**src/rtl/semaphore_pkg.sv**
```systemverilog
// Shared definitions for the semaphore read path: FSM encodings, field widths
// and the slot-count helper used to size the semaphore-side buses.
package semaphore_pkg;

    localparam int DATA_W = 4;   // width of one semaphore slot value
    localparam int ADDR_W = 8;   // per-core slot address width

    typedef enum logic [1:0] {
        ST_IDLE = 2'd0,
        ST_READ = 2'd1,
        ST_RESP = 2'd2
    } sem_state_t;

    // Total number of semaphore slots across all cores.
    function automatic int slot_count(input int n_sem, input int n_cores);
        return n_sem * n_cores;
    endfunction

endpackage

```
**src/rtl/semaphore_rr_arbiter.sv**
```systemverilog
// Round-robin arbiter: picks the first pending core after the last granted one.
// Purely combinational; the caller owns the last-granted pointer.
module semaphore_rr_arbiter #(
    parameter  int NumberOfCores = 2,
    localparam int IW            = (NumberOfCores > 1) ? $clog2(NumberOfCores) : 1
) (
    input  logic [NumberOfCores-1:0] i_pending,
    input  logic [IW-1:0]            i_last,
    output logic [NumberOfCores-1:0] o_grant
);

    logic [IW-1:0] w_idx;
    logic          w_found;

    // Walk cores starting one past the last grant; the first pending one wins.
    always_comb begin
        o_grant = '0;
        w_found = 1'b0;
        w_idx   = '0;
        for (int i = 1; i <= NumberOfCores; i++) begin
            w_idx = IW'((int'(i_last) + i) % NumberOfCores);
            if (!w_found && i_pending[w_idx]) begin
                o_grant[w_idx] = 1'b1;
                w_found        = 1'b1;
            end
        end
    end

endmodule

```
**src/rtl/semaphore_read_responder.sv**
```systemverilog
// Multi-core semaphore read responder. Each core posts one outstanding read;
// requests are served one at a time in round-robin order through a
// three-state IDLE -> READ -> RESP sequence.
module semaphore_read_responder
    import semaphore_pkg::*;
#(
    parameter int NumberOfSemaphores = 4,
    parameter int NumberOfCores      = 2
) (
    input  logic                                                          SEMAPHOREREADER_CLK,
    input  logic                                                          SEMAPHOREREADER_RST,
    input  logic [NumberOfCores-1:0]                                      SEMAPHOREREADER_RD_fromCPU,
    input  logic [ADDR_W*NumberOfCores-1:0]                               SEMAPHOREREADER_Addr_fromCPU,
    output logic [NumberOfCores-1:0]                                      SEMAPHOREREADER_Ready_toCPU,
    output logic [slot_count(NumberOfSemaphores, NumberOfCores)-1:0]      SEMAPHOREREADER_RD_toSemaphore,
    input  logic [DATA_W*slot_count(NumberOfSemaphores, NumberOfCores)-1:0] SEMAPHOREREADER_Data_fromSemaphore,
    output logic [NumberOfCores-1:0]                                      SEMAPHOREREADER_Valid_toCPU,
    output logic [DATA_W-1:0]                                             SEMAPHOREREADER_Data_toCPU,
    output logic                                                          SEMAPHOREREADER_Err_toCPU
);

    localparam int S  = slot_count(NumberOfSemaphores, NumberOfCores);
    localparam int IW = (NumberOfCores > 1) ? $clog2(NumberOfCores) : 1;

    sem_state_t                                r_state;
    sem_state_t                                w_next_state;
    logic [NumberOfCores-1:0]                  r_pending;
    logic [NumberOfCores-1:0][ADDR_W-1:0]      r_addr;
    logic [NumberOfCores-1:0]                  r_grant;
    logic [IW-1:0]                             r_gidx;
    logic [IW-1:0]                             r_last;
    logic [NumberOfCores-1:0]                  r_valid;
    logic [DATA_W-1:0]                         r_data;
    logic                                      r_err;

    logic                                      w_grant_load;
    logic                                      w_read_done;
    logic                                      w_resp_done;
    logic [NumberOfCores-1:0]                  w_cap;
    logic [NumberOfCores-1:0]                  w_clr;
    logic [NumberOfCores-1:0]                  w_arb_grant;
    logic [IW-1:0]                             w_arb_idx;
    logic [ADDR_W-1:0]                         w_addr;
    logic                                      w_in_range;
    logic [S-1:0]                              w_slot_hit;
    logic [DATA_W-1:0]                         w_slot_data;

    semaphore_rr_arbiter #(
        .NumberOfCores(NumberOfCores)
    ) u_arb (
        .i_pending(r_pending),
        .i_last   (r_last),
        .o_grant  (w_arb_grant)
    );

    // Only cores that are idle (Ready high) can post; busy cores' pulses are dropped.
    assign w_cap = SEMAPHOREREADER_RD_fromCPU & ~r_pending;
    assign w_clr = w_resp_done ? r_grant : '0;

    // Encode the arbiter's one-hot grant into a core index.
    always_comb begin
        w_arb_idx = '0;
        for (int c = 0; c < NumberOfCores; c++) begin
            if (w_arb_grant[c]) w_arb_idx = IW'(c);
        end
    end

    // Decode the granted core's address into a slot strobe and pick that slot's value.
    always_comb begin
        w_addr      = r_addr[r_gidx];
        w_slot_hit  = '0;
        w_slot_data = '0;
        for (int k = 0; k < S; k++) begin
            if (w_addr == ADDR_W'(k)) begin
                w_slot_hit[k] = 1'b1;
                w_slot_data   = SEMAPHOREREADER_Data_fromSemaphore[DATA_W*k +: DATA_W];
            end
        end
    end

    assign w_in_range = ({24'd0, w_addr} < 32'(S));

    // FSM state register.
    always_ff @(posedge SEMAPHOREREADER_CLK) begin
        if (SEMAPHOREREADER_RST) r_state <= ST_IDLE;
        else                     r_state <= w_next_state;
    end

    // FSM next-state and per-state control strobes.
    always_comb begin
        w_next_state = r_state;
        w_grant_load = 1'b0;
        w_read_done  = 1'b0;
        w_resp_done  = 1'b0;
        case (r_state)
            ST_IDLE: begin
                if (|r_pending) begin
                    w_grant_load = 1'b1;
                    w_next_state = ST_READ;
                end
            end
            ST_READ: begin
                w_read_done  = 1'b1;
                w_next_state = ST_RESP;
            end
            ST_RESP: begin
                w_resp_done  = 1'b1;
                w_next_state = ST_IDLE;
            end
            default: w_next_state = ST_IDLE;
        endcase
    end

    // Request capture, grant latch, response registers and round-robin pointer.
    always_ff @(posedge SEMAPHOREREADER_CLK) begin
        if (SEMAPHOREREADER_RST) begin
            r_pending <= '0;
            r_addr    <= '0;
            r_grant   <= '0;
            r_gidx    <= '0;
            r_last    <= IW'(NumberOfCores - 1);
            r_valid   <= '0;
            r_data    <= '0;
            r_err     <= 1'b0;
        end else begin
            r_pending <= (r_pending & ~w_clr) | w_cap;
            for (int c = 0; c < NumberOfCores; c++) begin
                if (w_cap[c]) r_addr[c] <= SEMAPHOREREADER_Addr_fromCPU[ADDR_W*c +: ADDR_W];
            end
            if (w_grant_load) begin
                r_grant <= w_arb_grant;
                r_gidx  <= w_arb_idx;
            end
            // Slot value is sampled only here, at the end of READ.
            if (w_read_done) begin
                r_data  <= w_in_range ? w_slot_data : '0;
                r_err   <= ~w_in_range;
                r_valid <= r_grant;
            end else begin
                r_valid <= '0;
            end
            if (w_resp_done) r_last <= r_gidx;
        end
    end

    assign SEMAPHOREREADER_Ready_toCPU    = ~r_pending;
    assign SEMAPHOREREADER_RD_toSemaphore = (r_state == ST_READ) ? w_slot_hit : '0;
    assign SEMAPHOREREADER_Valid_toCPU    = r_valid;
    assign SEMAPHOREREADER_Data_toCPU     = r_data;
    assign SEMAPHOREREADER_Err_toCPU      = r_err;

endmodule

```
**config.mk**
```make
export PLATFORM = sky130hd
export DESIGN_NAME = semaphore_read_responder
export DESIGN_NICKNAME = d
export VERILOG_FILES = /design/src/rtl/semaphore_pkg.sv /design/src/rtl/semaphore_rr_arbiter.sv /design/src/rtl/semaphore_read_responder.sv
export SDC_FILE = /design/constraint.sdc
export NUM_CORES = 1
export LEC_CHECK = 0
export ABC_AREA = 1
export CAP_MARGIN = 25
export CORE_ASPECT_RATIO = 0.7
export CORE_UTILIZATION = 46
export DETAILED_ROUTE_END_ITERATION = 6
export PLACE_DENSITY = 0.89
export SYNTH_ARGS = -nofsm -noshare
export SYNTH_HDL_FRONTEND = slang
export SYNTH_SLANG_ARGS = --single-unit
```
**constraint.sdc**
```tcl
create_clock -name SEMAPHOREREADER_CLK -period 2.5 [get_ports SEMAPHOREREADER_CLK]
set_input_delay 0.25 -clock SEMAPHOREREADER_CLK [delete_from_list [all_inputs] [get_ports SEMAPHOREREADER_CLK]]
set_output_delay 0.25 -clock SEMAPHOREREADER_CLK [all_outputs]
set_load 0.03 [all_outputs]
```
==> results of run 1 <==
per-layer routing:
metal | GRT usage | vias to the layer above | part of all wire
met4 | 0.0577 | 0 | 0.012
met5 | 0 | - | 0
met2 | 0.384 | 64 | 0.43
li1 | - | 927 | -
met1 | 0.350 | 795 | 0.48
met3 | 0.0775 | 13 | 0.078
what timing repair did:
item / CTS / global route
gates cloned: 0 / 0
endpoints found under the setup margin: 6 / 4
pin swaps: 0 / 0
resized for setup: 2 / 4
synthesized netlist by cell type:
cell and n:
a211oi_1 1, a21oi_1 20, a21oi_2 1, buf_1 2
buf_6 2, clkbuf_1 3, clkinv_1 1, dfxtp_1 30
inv_1 27, inv_2 4, inv_6 1, nand2_1 36
nand2_2 6, nand2_4 5, nand3_1 16, nand3_2 2
nand4_1 8, nor2_1 39, nor2_2 5, nor2_4 4
nor3_1 4, nor4_1 2, o211ai_1 1, o21ai_0 18
o21ai_1 5
sequential cells by signal, summed over array words and instances, names as in the netlist:
name and flops:
r_last 1, SEMAPHOREREADER_Valid_toCPU 2, SEMAPHOREREADER_Err_toCPU 1, r_grant 2, r_state 2, SEMAPHOREREADER_Data_toCPU 4
r_addr 16, r_pending 2
worst max-delay path, cell delays in order, from the launching register on:
cell	delay (ns)
dfxtp_2	0.44
inv_6	0.08
nor2_2	0.10
nand3_2	0.09
nand2_4	0.18
nand2_2	0.13
nor3_1	0.15
clkdlybuf4s50_1	0.70
through the flow:
step | total power, W | cells | utilization
2_1_floorplan | 0.000819 | 243 | -
3_3_place_gp | 0.000954 | 353 | 0.720
3_5_place_dp | 0.000964 | 353 | 0.720
4_1_cts | 0.00136 | 361 | 0.748
5_1_grt | 0.00144 | 361 | 0.751
6_report | 0.00136 | 361 | 0.751
worst paths after layout:
path	to	from	depth (start not counted)
hold reg to reg	r_last$_SDFFE_PP1N_	r_last$_SDFFE_PP1N_	2
setup reg to reg	SEMAPHOREREADER_Data_toCPU[1]$_SDFFE_PP0P_	r_grant[1]$_SDFFE_PP0P_	11
setup / recovery	SEMAPHOREREADER_RD_toSemaphore[6]	r_grant[1]$_SDFFE_PP0P_	7
hold / removal	r_last$_SDFFE_PP1N_	r_last$_SDFFE_PP1N_	2
kinds of logic after synthesis:
kind of cell | Yosys count | synth area share
AO/OA/AOI/OAI | 46 | 0.145
buffers and inverters | 40 | 0.103
flip-flops | 30 | 0.365
AND/OR/NAND/NOR | 127 | 0.386
power groups by stage:
stage	clock network (W)	registers (W)	logic [W]
floorplan	0	0.000545	0.000274
global placement	0	0.000546	0.000408
detailed placement	0	0.000548	0.000416
CTS	0.000403	0.000539	0.000419
global route	0.000429	0.000542	0.000466
finish	0.000398	0.000539	0.000423
area by class of cell:
| type | instances | area (um^2) |
|---|---|---|
| Timing Repair Buffer | 70 | 704 |
| Clock buffer | 7 | 86.3 |
| Inverter | 33 | 129 |
| Tap cell | 47 | 58.8 |
| Fill cell | 288 | 817 |
| Clock inverter | 1 | 5.00 |
| Sequential cell | 30 | 602 |
| Multi-Input combinational cell | 173 | 873 |
==> flow_summary.toml, run 1 <==
[worst_setup_path]
cp_data_required_time_ns = 2.25
crit_type = "reg2out"
arrival_ns = 2.14
end_kind = "output pin"
crit_fanout = 17
critPathLaunchType = "flop"
regToRegSetupSlack_ns = 0.73

[global_route]
grt_max_degree = 19
grt_pass1_wl_mm = 7.15
grt_overflow = 0
grt_pass1_vias = 1559
grtUsageTotal = 0.253
antenna_found_initial = 0

[final_layout]
n_antenna_cell = 0
finalNetCount = 365
drive_above_1_share = 0.121
final_cell_area_um2 = 2460
area_growth_pct = 49.5
final_common_cell = "clkdlybuf4s50_1"
final_cell_mix = "clkdlybuf4s50_1 (63), nor2_1 (39), nand2_1 (36)"

[route]
first_pass_iters = 6
detail-route-antenna-nets = 0
routed_wl_mm = 4.53
vias = 1799
drc = 0
drt_iter0_markers = 106
viasPerCell = 4.98
drt-wirelength-per-cell_um = 12.5

[timing]
drv_slew = 0
fmax_mhz = 419
setup_viol = 0
setup_ws_ns = 0.112
post-route-period-util = 0.955
grt_setup_unrepaired = "no"
tightest_slew_ns = 0.419
hold_viol = 0
holdWs_ns = 0.465
slew_headroom = 0.718
post-route-min-period_ns = 2.39
tns_ns = 0
skew_ns = 0.00456

[yosys]
avgSynthCellArea_um2 = 6.77
synth_area_leaders = "dfxtp_1 (37%), nor2_1 (8.9%), nand2_1 (8.2%)"
ys_seq_elements = 30
yosysTopAreaCellShare = 0.365
ys.warnings.count = 0
seq_area_frac_synth = 0.365
synthCells = 243
synth_nets = 295
yosysUniqueCellTypes = 25
yosysTopAreaCell = "dfxtp_1"
netlist_area_um2 = 1640

[clock_network]
htreeDepth = 2
cts-root-buf = "clkbuf_8"
hold_buffers = 0
cts_tree = "built"
post_cts_buffers = 0
clk_latency_ns = 0.28
clock_path_buffers = 2
cts_made_buffers = 5
clk_pin_slew_ns = 0.06
cts.sinks = 30

[power]
power.switching_w = 0.000452
internal_power_w = 0.000908
p_clk_frac = 0.293
power_frac_seq = 0.396
combPwrFrac = 0.311
p_sw_frac = 0.332
power.leakage_nw = 1.09
vdd_drop_max_mv = 0.426
powerDensity_nw_per_um2 = 553

[floorplan]
io_pins = 69
rows = 17
die_h_um = 52.0
core_um2 = 3280
die-area_um2 = 3820
die_w_um = 73.5
start_util = 0.502

[hold_path]
hp-class = "reg2reg"

[placed_design]
dp_hpwl_mm = 3.50
place_area_um2 = 2360
pre_cts_slack_ns = 0.177
portBuffers = 68
gp_congestion = 0.817

[flow_run]
cap_violations = 0

[outcome]
outcome = "completed"
Power figures use the tool's default switching activity.
==> run 2, diff against run 1 <==
Settings changed: CAP_MARGIN 25 to unset, CORE_UTILIZATION 46 to 42, PLACE_DENSITY 0.89 to 0.82.
Clock period 2.5 ns to 2.4 ns, I/O delays scaled along.
==> run 2 against run 1 <==
Effect of this change: non-clock buffer count increased by 1; core utilization fell by 6.8 points; sequential power grew 3.9%; sequential cell count did not move; clock skew increased by 0.0012 ns; wire length decreased by 8.8%; critical path depth is the same; register-to-register slack about the same; global-route usage decreased by 4.5 points; combinational power increased by 3%; final area grew 0.66%; die area is 9.2% higher.
==> flow_summary.toml, run 2 (synthesized netlist as in run 1, its figures left out) <==
[outcome]
outcome = "completed"

[power]
internal_power_w = 0.000951
power_frac_seq = 0.398
combPwrFrac = 0.310
power.switching_w = 0.000457
vdd_drop_max_mv = 0.477
power.leakage_nw = 1.14
p_sw_frac = 0.325
p_clk_frac = 0.292
power_w = 0.00141
powerDensity_nw_per_um2 = 569

[route]
viasPerCell = 4.69
drt_iter0_markers = 113
drt-wirelength-per-cell_um = 11.3
vias = 1712
first_pass_iters = 4
drc = 0
routed_wl_mm = 4.13
detail-route-antenna-nets = 0

[floorplan]
core_um2 = 3630
rows = 18
die_h_um = 54.3
io_pins = 69
start_util = 0.453
die-area_um2 = 4170
die_w_um = 76.8

[worst_setup_path]
crit_start = "r_grant[1]$_SDFFE_PP0P_"
end_kind = "output pin"
slowest_delay_ns = 0.68
critPathLaunchType = "flop"
crit_chain = "inv_6 > nand2_2 > nand2_4 > nor2_4 > nand4_1 > nor2_1 > clkdlybuf4s50_1"
path_delay_family = "buffers and inverters"
rr_startpoint = "r_grant[1]$_SDFFE_PP0P_"
arrival_ns = 2.01
crit_buf_inv = 2
cp_slowest_cell = "clkdlybuf4s50_1"
crit_type = "reg2out"
cp_data_required_time_ns = 2.16
crit_fanout = 9

[timing]
setup_viol = 0
skew_ns = 0.00579
tns_ns = 0
tightest_slew_ns = 0.447
post-route-period-util = 0.938
drv_slew = 0
slew_headroom = 0.701
grt_setup_unrepaired = "no"
fmax_mhz = 444
hold_viol = 0
post-route-min-period_ns = 2.25

[final_layout]
finalNetCount = 366
n_antenna_cell = 0
final_common_cell = "clkdlybuf4s50_1"
final_cell_mix = "clkdlybuf4s50_1 (61), nor2_1 (39), nand2_1 (36)"
regMostFlops = "r_addr"
drive_above_1_share = 0.124
final_util = 0.683
largest_reg_flops = 16
area_growth_pct = 50.5

[clock_network]
htreeDepth = 2
cts-root-buf = "clkbuf_8"
clk_pin_slew_ns = 0.06
cts.sinks = 30
cts_tree = "built"
cts_made_buffers = 5
clk_latency_ns = 0.28
clock_path_buffers = 2

[hold_path]
hp-start = "r_addr[10]$_SDFFE_PP0P_"
hp-class = "reg2reg"

[global_route]
grt_overflow = 0
antenna_found_initial = 0
grtUsageTotal = 0.209
grt_pass1_vias = 1506
grt_max_degree = 19
grt_pass1_wl_mm = 6.72

[placed_design]
portBuffers = 68
dp_hpwl_mm = 3.24
gp_congestion = 0.827

[flow_run]
cap_violations = 0
[run 2: cell types whose count changed in the layout (fill, tap and decap cells not counted), sizes merged]
| cell | before | now |
|---|---|---|
| dlymetal6s2s | 4 | 6 |
| buf | 2 | 3 |
| clkdlybuf4s50 | 63 | 61 |
[run 2: final timing paths]
check / end / slack [ns] / cells after the start
worst max-delay path: SEMAPHOREREADER_RD_toSemaphore[4] / 0.15 / 7
worst min-delay path: r_addr[10]$_SDFFE_PP0P_ / 0.46 / 2
worst max register to register: SEMAPHOREREADER_Data_toCPU[1]$_SDFFE_PP0P_ / 0.72 / 13
worst min register to register: r_addr[10]$_SDFFE_PP0P_ / 0.46 / 2
[run 2: power by group through the flow]
| stage | sequential [W] | clock (W) | combinational, W |
|---|---|---|---|
| 6_report | 0.000560 | 0.000412 | 0.000436 |
| 4_1_cts | 0.000559 | 0.000422 | 0.000437 |
| 3_5_place_dp | 0.000570 | 0 | 0.000434 |
| 3_3_place_gp | 0.000569 | 0 | 0.000432 |
| 5_1_grt | 0.000564 | 0.000443 | 0.000481 |
| 2_1_floorplan | 0.000568 | 0 | 0.000286 |
[run 2: worst min-delay path: cells and delay by family (launching register included)]
family	cells	cell delay (ns)
buf+inv	1	0.06
flops	1	0.29
compound gates	1	0.06
[run 2: area by class of cell]
cell class | instances | area [um^2]
Tap cell | 50 | 62.6
Fill cell | 312 | 1150
Timing Repair Buffer | 71 | 717
Sequential cell | 30 | 602
Inverter | 33 | 129
Multi-Input combinational cell | 173 | 873
Clock inverter | 1 | 5.00
Clock buffer | 7 | 86.3
[run 2: metrics by stage]
| step | hold WS (ns) | cells | cell area (um^2) | worst slack (ns) |
|---|---|---|---|---|
| 6_report | 0.460 | 365 | 2470 | 0.150 |
| 2_1_floorplan | 0.317 | 243 | 1640 | 0.435 |
| 4_1_cts | 0.460 | 365 | 2460 | 0.00564 |
| 3_3_place_gp | 0.439 | 357 | 2370 | 0.155 |
| 5_1_grt | 0.483 | 365 | 2470 | 0.0147 |
| 3_5_place_dp | 0.446 | 357 | 2370 | 0.0996 |
[run 2: repair_timing]
item,in CTS,in global routing
pin swaps,0,0
cloned,0,0
gates resized for setup,2,6
setup buffers,0,0
hold buffers,0,0
endpoints found under the setup margin,6,6
[run 2: routing by layer]
layer / global-route usage / vias up / wire length (um)
met2: 0.318 / 45 / 1660
li1: - / 930 / -
met5: 0 / - / 0
met1: 0.281 / 737 / 2160
met3: 0.0833 / 0 / 302
met4: 0.0353 / 0 / 0
==> run 3, diff against run 2 <==
Settings changed: PLACE_DENSITY 0.82 to 0.91, SETUP_SLACK_MARGIN set to 0.3.
==> run 3 against run 2 <==
Effect of this change: non-clock buffer count down 1; global-route usage up 0.83 points; final area down 1.6%; wire length up 7.5%; sequential share of layout area up 0.50 points; critical path depth unchanged; register-to-register slack better by 0.04 ns; clock-buffer cell count down 1; cell count down 0.27%; combinational power up 0.9%; clock skew down 0.00074 ns; total power up 0.71%; largest power group unchanged.
==> flow_summary.toml, run 3 (synthesized netlist as in run 1, its figures left out) <==
[worst_setup_path]
end_kind = "output pin"
critPathLaunchType = "flop"
reg2reg_depth = 13
crit_cells = 7
cp_data_required_time_ns = 2.16
arrival_ns = 1.79
crit_type = "reg2out"
slowest_delay_ns = 0.43
crit_start = "r_grant[1]$_SDFFE_PP0P_"
rr_startpoint = "r_grant[1]$_SDFFE_PP0P_"
path_delay_family = "simple AND/OR/NAND/NOR gates"
worstSetupEndpoint = "SEMAPHOREREADER_RD_toSemaphore[6]"
crit_buf_inv = 3
regToRegSetupSlack_ns = 0.76
r2r_end = "SEMAPHOREREADER_Data_toCPU[1]$_SDFFE_PP0P_"
cp_slowest_cell = "dlygate4sd2_1"
crit_fanout = 9
crit_chain = "inv_6 > nand2_1 > nand2_2 > nor2_4 > inv_2 > nor3_1 > dlygate4sd2_1"

[clock_network]
htreeDepth = 2
cts_tree = "built"
cts.sinks = 30
clk_pin_slew_ns = 0.06
cts-root-buf = "clkbuf_8"
cts_made_buffers = 5
post_cts_buffers = 0
hold_buffers = 0
clk_latency_ns = 0.29
clock_path_buffers = 2

[route]
detail-route-antenna-nets = 0
routed_wl_mm = 4.43
first_pass_iters = 4
drt_iter0_markers = 116
drt-wirelength-per-cell_um = 12.2
viasPerCell = 4.94
drc = 0
vias = 1799

[power]
vdd_drop_max_mv = 0.360
powerDensity_nw_per_um2 = 582
power_w = 0.00142
power.leakage_nw = 1.04

[floorplan]
die_w_um = 76.8
die-area_um2 = 4170
rows = 18
die_h_um = 54.3
core_um2 = 3630
start_util = 0.453
io_pins = 69

[final_layout]
seq_area_um2 = 604
final_common_cell = "clkdlybuf4s50_1"
largest_reg_flops = 16
final_cell_mix = "clkdlybuf4s50_1 (60), nor2_1 (39), nand2_1 (36)"
multi_input_area_um2 = 873
fillers = 291
regMostFlops = "r_addr"
area_growth_pct = 48.1
finalNetCount = 365
drive_above_1_share = 0.137
n_antenna_cell = 0

[timing]
slew_headroom = 0.691
grt_setup_unrepaired = "yes"
post-route-min-period_ns = 2.03
setup_viol = 0
tns_ns = 0
skew_ns = 0.00504
hold_viol = 0
post-route-period-util = 0.847
fmax_mhz = 492
drv_slew = 0
tightest_slew_ns = 0.462

[hold_path]
hold_path_depth = 2
hp-start = "r_last$_SDFFE_PP1N_"
hp-class = "reg2reg"

[outcome]
outcome = "completed"

[global_route]
grt_overflow = 0
grt_pass1_vias = 1549
antenna_found_initial = 0
grt_pass1_wl_mm = 6.93
grtUsageTotal = 0.217
grt_max_degree = 19

[placed_design]
portBuffers = 68
gp_congestion = 0.853
dp_hpwl_mm = 3.38

[flow_run]
cap_violations = 0
## run 3: metal layers
layer,up-vias,wire length [um],track usage
met3,9,369,0.0750
li1,928,-,-
met2,69,1950,0.351
met4,0,48,0.0737
met1,793,2060,0.274
met5,-,0,0
## run 3: repair_timing
action	4_1_cts	5_1_grt
setup endpoints to repair	8	7
endpoints found under the hold margin	0	0
resized for setup	13	10
## run 3: power by group
part	internal [W]	leakage (nW)	switching [W]
Clock	0.000230	0.0472	0.000188
Sequential	0.000537	0.248	0.0000231
Combinational	0.000181	0.745	0.000259
## run 3: cell type report
cell class	instances	area share
Timing Repair Buffer	70	0.275
Multi-Input combinational cell	173	0.359
Inverter	33	0.0529
Sequential cell	30	0.248
Clock buffer	6	0.0339
Clock inverter	2	0.00514
Tap cell	50	0.0257
## run 3: worst register-to-register path, stage by stage (launching register included)
cell	delay, ns
dfxtp_4	0.40
inv_6	0.07
nor2_2	0.09
nand3_2	0.10
nand2_4	0.10
buf_4	0.19
nand3_1	0.10
nor2_1	0.10
nor2_1	0.06
nand2_1	0.05
nand2_1	0.06
nand3_1	0.08
nand2_1	0.07
a21oi_2	0.11
## run 3: per-stage QoR
step | instances | setup slack (ns) | cell area, um^2 | hold WS (ns) | util
3_3_place_gp | 356 | 0.164 | 2360 | 0.440 | 0.651
4_1_cts | 364 | 0.199 | 2450 | 0.466 | 0.676
5_1_grt | 364 | 0.294 | 2430 | 0.485 | 0.671
6_report | 364 | 0.366 | 2430 | 0.465 | 0.671
2_1_floorplan | 243 | 0.435 | 1640 | 0.317 | -
3_5_place_dp | 356 | 0.103 | 2360 | 0.451 | 0.651
## run 3: worst min-delay path by stage
stage,end
floorplan,SEMAPHOREREADER_Valid_toCPU[1]$_SDFF_PP0_
global placement,r_last$_SDFFE_PP1N_
detailed placement,r_last$_SDFFE_PP1N_
CTS,r_last$_SDFFE_PP1N_
global route,SEMAPHOREREADER_Data_toCPU[0]$_SDFFE_PP0P_
finish,r_last$_SDFFE_PP1N_
